## config.mk

```make
export PLATFORM = sky130hd
export DESIGN_NAME = sd_block_writer
export DESIGN_NICKNAME = d
export VERILOG_FILES = /design/src/rtl/sd_block_writer.sv
export SDC_FILE = /design/constraint.sdc
export NUM_CORES = 1
export LEC_CHECK = 0
export CORE_AREA = 8 8 105 107
export CTS_CLUSTER_DIAMETER = 120
export DETAILED_ROUTE_END_ITERATION = 6
export DIE_AREA = 0 0 113 115
export PLACE_DENSITY = 0.75
export RECOVER_POWER = 50
export SLEW_MARGIN = 20
export SYNTH_ARGS = -nofsm -noshare
export SYNTH_HDL_FRONTEND = slang
export SYNTH_SLANG_ARGS = --single-unit
```

## constraint.sdc

```tcl
create_clock -name clock -period 2.85 [get_ports clock]
set_clock_uncertainty 0.05 [all_clocks]
set_input_delay 0.855 -clock clock [delete_from_list [all_inputs] [get_ports clock]]
set_output_delay 0.855 -clock clock [all_outputs]
set_load 0.02 [all_outputs]
```

## src/rtl/sd_block_writer.sv

```systemverilog
// sd_block_writer
// SPI-mode SD card single-block writer (CMD24). It runs on the divided SD clock
// and moves exactly 512 bytes from a first-word-fall-through FIFO into one card
// sector. When the transaction ends it pulses done and reports an error code.
//
// Ports
//   clock       SD bit clock. All state advances on the rising edge.
//   reset       Asynchronous, active-high.
//   start       Level request. It is sampled only in IDLE.
//   block_addr  CMD24 argument. Captured on the start cycle.
//   data_in     FIFO head byte. Valid while data_valid is high.
//   data_valid  FIFO not empty.
//   data_pop    One-cycle pulse that consumes data_in.
//   MISO        Card data out.
//   MOSI        Card data in, MSB first.
//   CS          Card select, active-low.
//   busy        High in every state except IDLE.
//   done        One-cycle pulse on the last cycle of a transaction.
//   error       The transaction failed. Held until the next start.
//   error_code  1 R1 timeout, 2 R1 nonzero, 3 FIFO underrun, 4 data rejected,
//               5 busy timeout, 0 success.
module sd_block_writer #(
  parameter int R1_TIMEOUT   = 8,
  parameter int BUSY_TIMEOUT = 65535
) (
  input  logic        clock,
  input  logic        reset,
  input  logic        start,
  input  logic [31:0] block_addr,
  input  logic [7:0]  data_in,
  input  logic        data_valid,
  output logic        data_pop,
  input  logic        MISO,
  output logic        MOSI,
  output logic        CS,
  output logic        busy,
  output logic        done,
  output logic        error,
  output logic [2:0]  error_code
);

  typedef enum logic [3:0] {
    S_IDLE, S_CMD, S_R1, S_GAP, S_TOKEN, S_DATA,
    S_CRC, S_RESP, S_BUSY, S_ERR, S_FINISH
  } state_t;

  localparam logic [15:0] R1_LAST   = 16'(R1_TIMEOUT - 1);
  localparam logic [15:0] BUSY_LAST = 16'(BUSY_TIMEOUT - 1);

  state_t      state, state_next;
  logic [7:0]  tx, tx_next;
  logic [6:0]  rx;
  logic [2:0]  bit_cnt;
  logic [8:0]  byte_cnt, byte_cnt_next;
  logic [15:0] to_cnt;
  logic [31:0] addr;
  logic        byte_end, load, capture, to_inc, set_err;
  logic [2:0]  code_next;
  logic [7:0]  rx_byte;

  // The decision cycle of a byte is its eighth bit. At that point the
  // complete received byte is the seven stored bits plus the live MISO bit.
  // This lets the next TX byte load on the same edge, with no gap cycle.
  assign byte_end = (bit_cnt == 3'd7);
  assign rx_byte  = {rx, MISO};

  assign MOSI = (state == S_IDLE) ? 1'b1 : tx[7];
  assign CS   = (state == S_IDLE) || (state == S_ERR) || (state == S_FINISH);
  assign busy = (state != S_IDLE);
  assign done = (state == S_FINISH) && byte_end;

  // Next-state logic. Every decision happens at a byte boundary and selects
  // the next byte to shift out.
  always_comb begin
    state_next    = state;
    load          = 1'b0;
    tx_next       = 8'hFF;
    byte_cnt_next = byte_cnt;
    capture       = 1'b0;
    to_inc        = 1'b0;
    set_err       = 1'b0;
    code_next     = 3'd0;
    data_pop      = 1'b0;
    case (state)
      S_IDLE: begin
        if (start) begin
          state_next    = S_CMD;
          load          = 1'b1;
          tx_next       = 8'h58;
          byte_cnt_next = 9'd0;
          capture       = 1'b1;
        end
      end
      S_CMD: begin
        if (byte_end) begin
          load = 1'b1;
          if (byte_cnt == 9'd5) begin
            state_next    = S_R1;
            byte_cnt_next = 9'd0;
          end else begin
            byte_cnt_next = byte_cnt + 9'd1;
            case (byte_cnt)
              9'd0:    tx_next = addr[31:24];
              9'd1:    tx_next = addr[23:16];
              9'd2:    tx_next = addr[15:8];
              9'd3:    tx_next = addr[7:0];
              default: tx_next = 8'hFF;
            endcase
          end
        end
      end
      S_R1: begin
        if (byte_end) begin
          load = 1'b1;
          if (!rx_byte[7]) begin
            if (rx_byte == 8'h00) begin
              state_next = S_GAP;
            end else begin
              state_next = S_ERR;
              set_err    = 1'b1;
              code_next  = 3'd2;
            end
          end else if (to_cnt == R1_LAST) begin
            state_next = S_ERR;
            set_err    = 1'b1;
            code_next  = 3'd1;
          end else begin
            to_inc = 1'b1;
          end
        end
      end
      S_GAP: begin
        if (byte_end) begin
          load       = 1'b1;
          tx_next    = 8'hFE;
          state_next = S_TOKEN;
        end
      end
      S_TOKEN: begin
        if (byte_end) begin
          load = 1'b1;
          if (data_valid) begin
            state_next    = S_DATA;
            data_pop      = 1'b1;
            tx_next       = data_in;
            byte_cnt_next = 9'd0;
          end else begin
            state_next = S_ERR;
            set_err    = 1'b1;
            code_next  = 3'd3;
          end
        end
      end
      S_DATA: begin
        if (byte_end) begin
          load = 1'b1;
          if (byte_cnt == 9'd511) begin
            state_next    = S_CRC;
            byte_cnt_next = 9'd0;
          end else if (data_valid) begin
            data_pop      = 1'b1;
            tx_next       = data_in;
            byte_cnt_next = byte_cnt + 9'd1;
          end else begin
            state_next = S_ERR;
            set_err    = 1'b1;
            code_next  = 3'd3;
          end
        end
      end
      S_CRC: begin
        if (byte_end) begin
          load = 1'b1;
          if (byte_cnt == 9'd1) begin
            state_next    = S_RESP;
            byte_cnt_next = 9'd0;
          end else begin
            byte_cnt_next = byte_cnt + 9'd1;
          end
        end
      end
      S_RESP: begin
        if (byte_end) begin
          load = 1'b1;
          if (!rx_byte[4]) begin
            if (rx_byte[4:0] == 5'h05) begin
              state_next = S_BUSY;
            end else begin
              state_next = S_ERR;
              set_err    = 1'b1;
              code_next  = 3'd4;
            end
          end else if (to_cnt == R1_LAST) begin
            state_next = S_ERR;
            set_err    = 1'b1;
            code_next  = 3'd1;
          end else begin
            to_inc = 1'b1;
          end
        end
      end
      S_BUSY: begin
        if (byte_end) begin
          load = 1'b1;
          if (rx_byte == 8'hFF) begin
            state_next = S_FINISH;
          end else if (to_cnt == BUSY_LAST) begin
            state_next = S_ERR;
            set_err    = 1'b1;
            code_next  = 3'd5;
          end else begin
            to_inc = 1'b1;
          end
        end
      end
      S_ERR: begin
        if (byte_end) begin
          load       = 1'b1;
          state_next = S_FINISH;
        end
      end
      S_FINISH: begin
        if (byte_end) begin
          load       = 1'b1;
          state_next = S_IDLE;
        end
      end
      default: state_next = S_IDLE;
    endcase
  end

  // State register and byte engine. The bit counter is held at zero in IDLE,
  // so the first command byte begins cleanly on the cycle after start.
  always_ff @(posedge clock or posedge reset) begin
    if (reset) begin
      state      <= S_IDLE;
      tx         <= 8'hFF;
      rx         <= 7'd0;
      bit_cnt    <= 3'd0;
      byte_cnt   <= 9'd0;
      to_cnt     <= 16'd0;
      addr       <= 32'd0;
      error      <= 1'b0;
      error_code <= 3'd0;
    end else begin
      state    <= state_next;
      rx       <= rx_byte[6:0];
      bit_cnt  <= (state == S_IDLE) ? 3'd0 : bit_cnt + 3'd1;
      tx       <= load ? tx_next : {tx[6:0], 1'b1};
      byte_cnt <= byte_cnt_next;
      // Poll counters restart whenever a new state is entered.
      if (state_next != state) begin
        to_cnt <= 16'd0;
      end else if (to_inc) begin
        to_cnt <= to_cnt + 16'd1;
      end
      if (capture) begin
        addr       <= block_addr;
        error      <= 1'b0;
        error_code <= 3'd0;
      end
      if (set_err) begin
        error      <= 1'b1;
        error_code <= code_next;
      end
    end
  end

endmodule

```

---- Word level (Yosys, flattened, before mapping) ----
Cells that the tools add are included.
cells by class
  multiplexer cells ....................... 102
  $add $sub $neg .......................... 3
  reduce and logical (&&, ||, !) cells .... 12
  equality and inequality tests ........... 28
operators with widths
  cell                   count
  $mux 9                 10
  $mux 4                 22
  $mux 8                 8
  $pmux 9 s5             1
  $pmux 4 s11            1
  $pmux 8 s5             1
  $mux 3                 13
  $mux 1                 35
  $mux 16                2
  $pmux 8 s4             1
  $eq 9x2->1 const B     2
  $add 16x1->16 const B  1
  $eq 16x16->1 const B   1
  $eq 16x3->1 const B    1
  $eq 4x3->1 const B     4
  $pmux 3 s5             1
  $eq 4x4->1 const B     3
  $ne 2x2->1 const B     6
  $reduce_or 10->1       1
  $add 9x1->9 const B    1
  $eq 9x1->1 const B     1
  $eq 9x3->1 const B     1
  $eq 9x9->1 const B     1
  $logic_not 9->1        1
  other kinds (20)       26
storage, ports and cells
  bits of input ports ..................... 45
  logic and storage cells ................. 154
  bits in registers ....................... 83
  output and inout port bits .............. 9

---- Longest topological paths before layout ----
Gate-level depths: netlist of run 1.
  depth in word-level cells ............... 7
  gate-level depth with buffers ........... 12
  mapped depth without buffers ............ 11

---- Worst setup path before layout of run 1 ----
Ideal clock, no wire load.
  kind .................................... reg2out
  from .................................... reg byte_cnt[0]
  to ...................................... out data_pop
  slack ................................... -0.426 ns
  data required time ...................... 1.945 ns
  arrival time ............................ 2.372 ns
  stages on the path, launching flop included .. 9
  path buffers ............................ 0
  path through ............................ dfrtp_1 -> ha_1 -> and3_2 -> and3_1 -> and3_1 -> ha_1 -> nand3_1 -> nand3_1 -> nor4_1
on the way
  longest elaborated chain between the ends .. 4
ends and longest elaborated chain
  what                    RTL line  text
  from (decl)             54        logic [8:0] byte_cnt, byte_cnt_next;
  from (signal assigned)  250       byte_cnt <= byte_cnt_next;
  $eq 9x9->1              157       if (byte_cnt == 9'd511) begin
  $mux 1                  157
  $mux 1                  155       if (byte_end) begin
  $pmux 1 s2              84        case (state)
  to (decl)               32        output logic data_pop,
Every way passes these cells.

---- Worst setup path in the final report of run 1 ----
  from .................................... reg byte_cnt[1]
  to ...................................... out data_pop
The elaborated chain is that of the path after synthesis.

==> reports/metrics.csv, run 1 <==
stage,metric,value,unit
outcome,failing checks,setup timing,
clock_network,clock buffer depth,2,
sta,post-layout min period,2.96,ns
sta,Worst slew margin,0.274,
global_route,first-pass GRT wire length,19.6,mm
global_route,all-layer global routing usage,0.184,
worst_setup_path,CP top delay family,simple AND/OR/NAND/NOR gates,
synthesis,number of library cell types mapped by synthesis,66,
synthesis,"EDFF count, synth",0,
synthesis,Syn Area/Cell,10.4,µm²
sta,Tightest Pin Transition,1.08,ns
worst_setup_path,slowest CP cell,dfrtp_1,
global_route,largest net degree at the start of global routing,41,
floorplanning,die area,13000,µm²
worst_hold_path,hold path start,rx[5],
clock_network,Clock Sinks,83,
floorplanning,DIE HEIGHT,115,µm
worst_setup_path,Worst R2R Start,byte_cnt[1],
detailed_routing,final WL,11.7,mm
placement,GP Congestion,0.902,
global_route,initial antenna violation count,0,
synthesis,syn nets,500,
worst_setup_path,Bufs and invs on worst path,1,
worst_setup_path,CP most frequent cell,and3_4,
synthesis,Adder-Cell Fraction of Synth Area,0.0298,
detailed_routing,DR pass1 iterations,6,
synthesis,Ys Warns,0,
sta,worst setup margin,-0.110,ns
global_route,number of global-route vias before repair,4114,
placement,Port-buffer cells,53,
worst_hold_path,Hold Path Sink,rx[6],
sta,fin. max-slew vios,0,
clock_network,total CTS buffers,9,
worst_setup_path,Critical Path RT,1.95,ns
placement,DP Worst Slack,-0.444,ns
synthesis,Synth area leaders,"dfrtp_1, mux2_2, dfstp_2, ha_1, xnor2_1",
synthesis,"FF+latch count, synth",83,
cells_and_area,fin util,0.630,
sta,post-route clock period utilization,1.04,
placement,Post-Place Cell Area,5580,µm²
sta,"Hold Violations, Final",0,
synthesis,largest area contributor in the netlist,dfrtp_1,
detailed_routing,DRC,0,
power,Pleak,2.39,nW
cells_and_area,ANT cells,0,
synthesis,"Primary FF master, synth",dfrtp_1,
synthesis,Simple-Gate Fraction of Synth Area,0.204,
synthesis,largest family of logic cells by synthesized area,simple AND/OR/NAND/NOR gates,
floorplanning,row cnt,36,
cells_and_area,layout cells sized above 1,0.263,
clock_network,clock insertion delay at the later pin of the skew report,0.37,ns
synthesis,most frequent cells after synthesis,"dfrtp_1, mux2_2, nand2_1, nor2_1, nor3_1",
power,maximum vdd drop,0.000338,V
detailed_routing,vias per cell,6.04,
worst_setup_path,Worst setup SP type,flop,
outcome,status,"finished, violations left",
worst_setup_path,"slowest stage delay, CP",0.40,ns
floorplanning,total core area,9460,µm²
clock_network,clock slew at reported path FFs,0.09,ns
floorplanning,chip width,113,µm
worst_setup_path,crit path kind,flop to output port,
synthesis,Compound-Gate Fraction of Synth Area,0.159,
job,Max Cap Viol,0,
worst_setup_path,CP Capture Type,output port,
worst_setup_path,Worst Path Arrival,2.06,ns
clock_network,root buf cell,clkbuf_8,
synthesis,mux cell area share after synthesis,0.0826,
detailed_routing,WL/cell,17.8,µm
clock_network,CTS H-Tree Depth,3,
worst_hold_path,path type of the worst min-delay path,flop to flop,
detailed_routing,Final ANT Viol Nets,0,
synthesis,post-synthesis xor/xnor area fraction,0.0344,
synthesis,Mapped Cells,444,
sta,Max Freq,338,MHz
placement,Post-DP HPWL,8.45,mm
synthesis,Async SR Flop Fraction,1.00,
worst_hold_path,WHS Path Cells,0,
synthesis,area fraction of the dominant cell type after synthesis,0.406,
power,Pwr per Cell Area,711,nW/µm²
cells_and_area,Finished Cell Area,5960,µm²
detailed_routing,Initial DRC Count,294,
synthesis,most frequent cell after synthesis,dfrtp_1,
sta,RSZ-0062 raised after global routing,yes,
floorplanning,Initial Utilization,0.488,
floorplanning,# IOs,54,
clock_network,CTS Hold Bufs,0,
worst_setup_path,reg2reg path depth,11,
worst_setup_path,ordered cell list for the critical path,ha_2 -> and3_4 -> and3_4 -> and3_4 -> ha_4 -> nand3_2 -> nand3_4 -> nor4_4 -> buf_4,
synthesis,"Cell Area, Synth",4620,µm²
cells_and_area,Layout Nets,595,
cells_and_area,Syn-to-layout area delta,29.0,%
clock_network,CTS tree,built,
worst_setup_path,R2R setup slack,0.05,ns
worst_setup_path,Critical Path Fanout Max,2,
detailed_routing,via count,3974,
worst_setup_path,Critical R2R Capture,to_cnt[13],
sta,Setup-failing EPs final,3,
global_route,GRT overflow,0,
synthesis,"Seq/Total Area, Yosys",0.452,
## registers in the layout, summed over array words and instances (netlist names)
signal	count
addr	32
to_cnt	16
byte_cnt	9
tx	8
rx	7
state	4
bit_cnt	3
error_code	3
error	1
## repair_timing
action	4_1_cts	5_1_grt
hold endpoints to repair	0	0
resized for setup	18	17
endpoints found under the setup margin	6	24
pin swaps	4	5
buffers inserted	2	5
## cell usage in the layout (no fill, tap or decap), types with 4 or more instances in the layout
master	netlist	layout
a21o_1	6	6
a21oi_1	10	9
a222oi_1	8	8
a31oi_1	7	7
and3_1	7	5
buf_4	1	48
clkbuf_8	0	9
clkdlybuf4s50_1	0	48
dfrtp_1	75	75
dfstp_2	8	8
ha_1	11	7
inv_1	16	14
mux2_2	33	33
nand2_1	26	26
nand2b_1	4	4
nand3_1	13	11
nand4_1	9	9
nor2_1	23	22
nor2b_1	9	9
nor3_1	21	20
nor3_2	3	4
nor3b_1	6	6
nor4_1	8	7
nor4b_1	4	4
o21a_1	7	7
o21ai_0	19	18
o31ai_1	7	7
o32a_1	8	8
or4_1	5	4
xnor2_1	15	15
## metrics by stage
step                      power [W]  TNS, ns  hold WS [ns]  std cells
after detailed placement    0.00307    -2.81         0.343        636
final                       0.00424   -0.145         0.366        658
after floorplan             0.00252   -0.119         0.316        444
after CTS                   0.00418   -0.307         0.362        654
after global routing        0.00449   -0.546         0.383        658
after global placement      0.00300    -1.83         0.343        636
## metal layers
layer,vias to the layer above,part of all wire,track usage
met3,30,0.045,0.0373
met4,0,0.022,0.0675
met2,117,0.49,0.314
li1,1871,-,-
met5,-,0,0
met1,1956,0.44,0.226
## cell type report
cell class | count | area, µm²
Clock buffer | 9 | 124
Sequential cell | 83 | 2090
Inverter | 16 | 63.8
Fill cell | 773 | 3500
Multi-Input combinational cell | 323 | 2460
Tap cell | 114 | 143
Clock inverter | 7 | 130
Timing Repair Buffer | 106 | 945
## cell families (layout without fill, tap and decap cells)
group                      Yosys count  in the layout
AOI/OAI and AO/OA                   99             99
xor gates and xnor gates            16             16
adders and majority gates           11             11
buffers and inverters               38            138
DFF                                 83             83
muxes                               34             34
and+or+nand+nor                    163            163
## worst max-delay path by stage
stage / startpoint / to / cells past startpoint / slack, ns
final: byte_cnt[1] / data_pop / 9 / -0.11
after global placement: byte_cnt[0] / data_pop / 9 / -0.42
after floorplan: byte_cnt[0] / data_pop / 8 / -0.12
after global routing: byte_cnt[0] / data_pop / 9 / -0.17
after detailed placement: byte_cnt[0] / data_pop / 9 / -0.44
after CTS: byte_cnt[1] / data_pop / 9 / -0.25
## worst register-to-register path: stages, from the launching register on
cell	delay, ns
dfrtp_1	0.40
ha_2	0.19
and3_4	0.14
and3_4	0.17
and3_4	0.19
ha_1	0.20
and4_1	0.18
a211oi_1	0.42
a21o_1	0.19
nand4_1	0.17
buf_6	0.21
a211oi_1	0.21
## where the power goes
part	total [W]	internal (W)	switching [W]
logic	0.00152	0.000727	0.000794
registers	0.00164	0.00147	0.000168
clock network	0.00108	0.000601	0.000476
(Power assumes the default switching activity.)
==> run 2, diff against run 1 <==
--- a/config.mk
+++ b/config.mk
@@ -11,6 +11,7 @@
 export DIE_AREA = 0 0 113 115
 export PLACE_DENSITY = 0.75
 export RECOVER_POWER = 50
+export SKIP_LAST_GASP = 1
 export SLEW_MARGIN = 20
 export SYNTH_ARGS = -nofsm -noshare
 export SYNTH_HDL_FRONTEND = slang
==> results of run 2 <==
Final layout, timing and power as in run 1 (identical DEF).
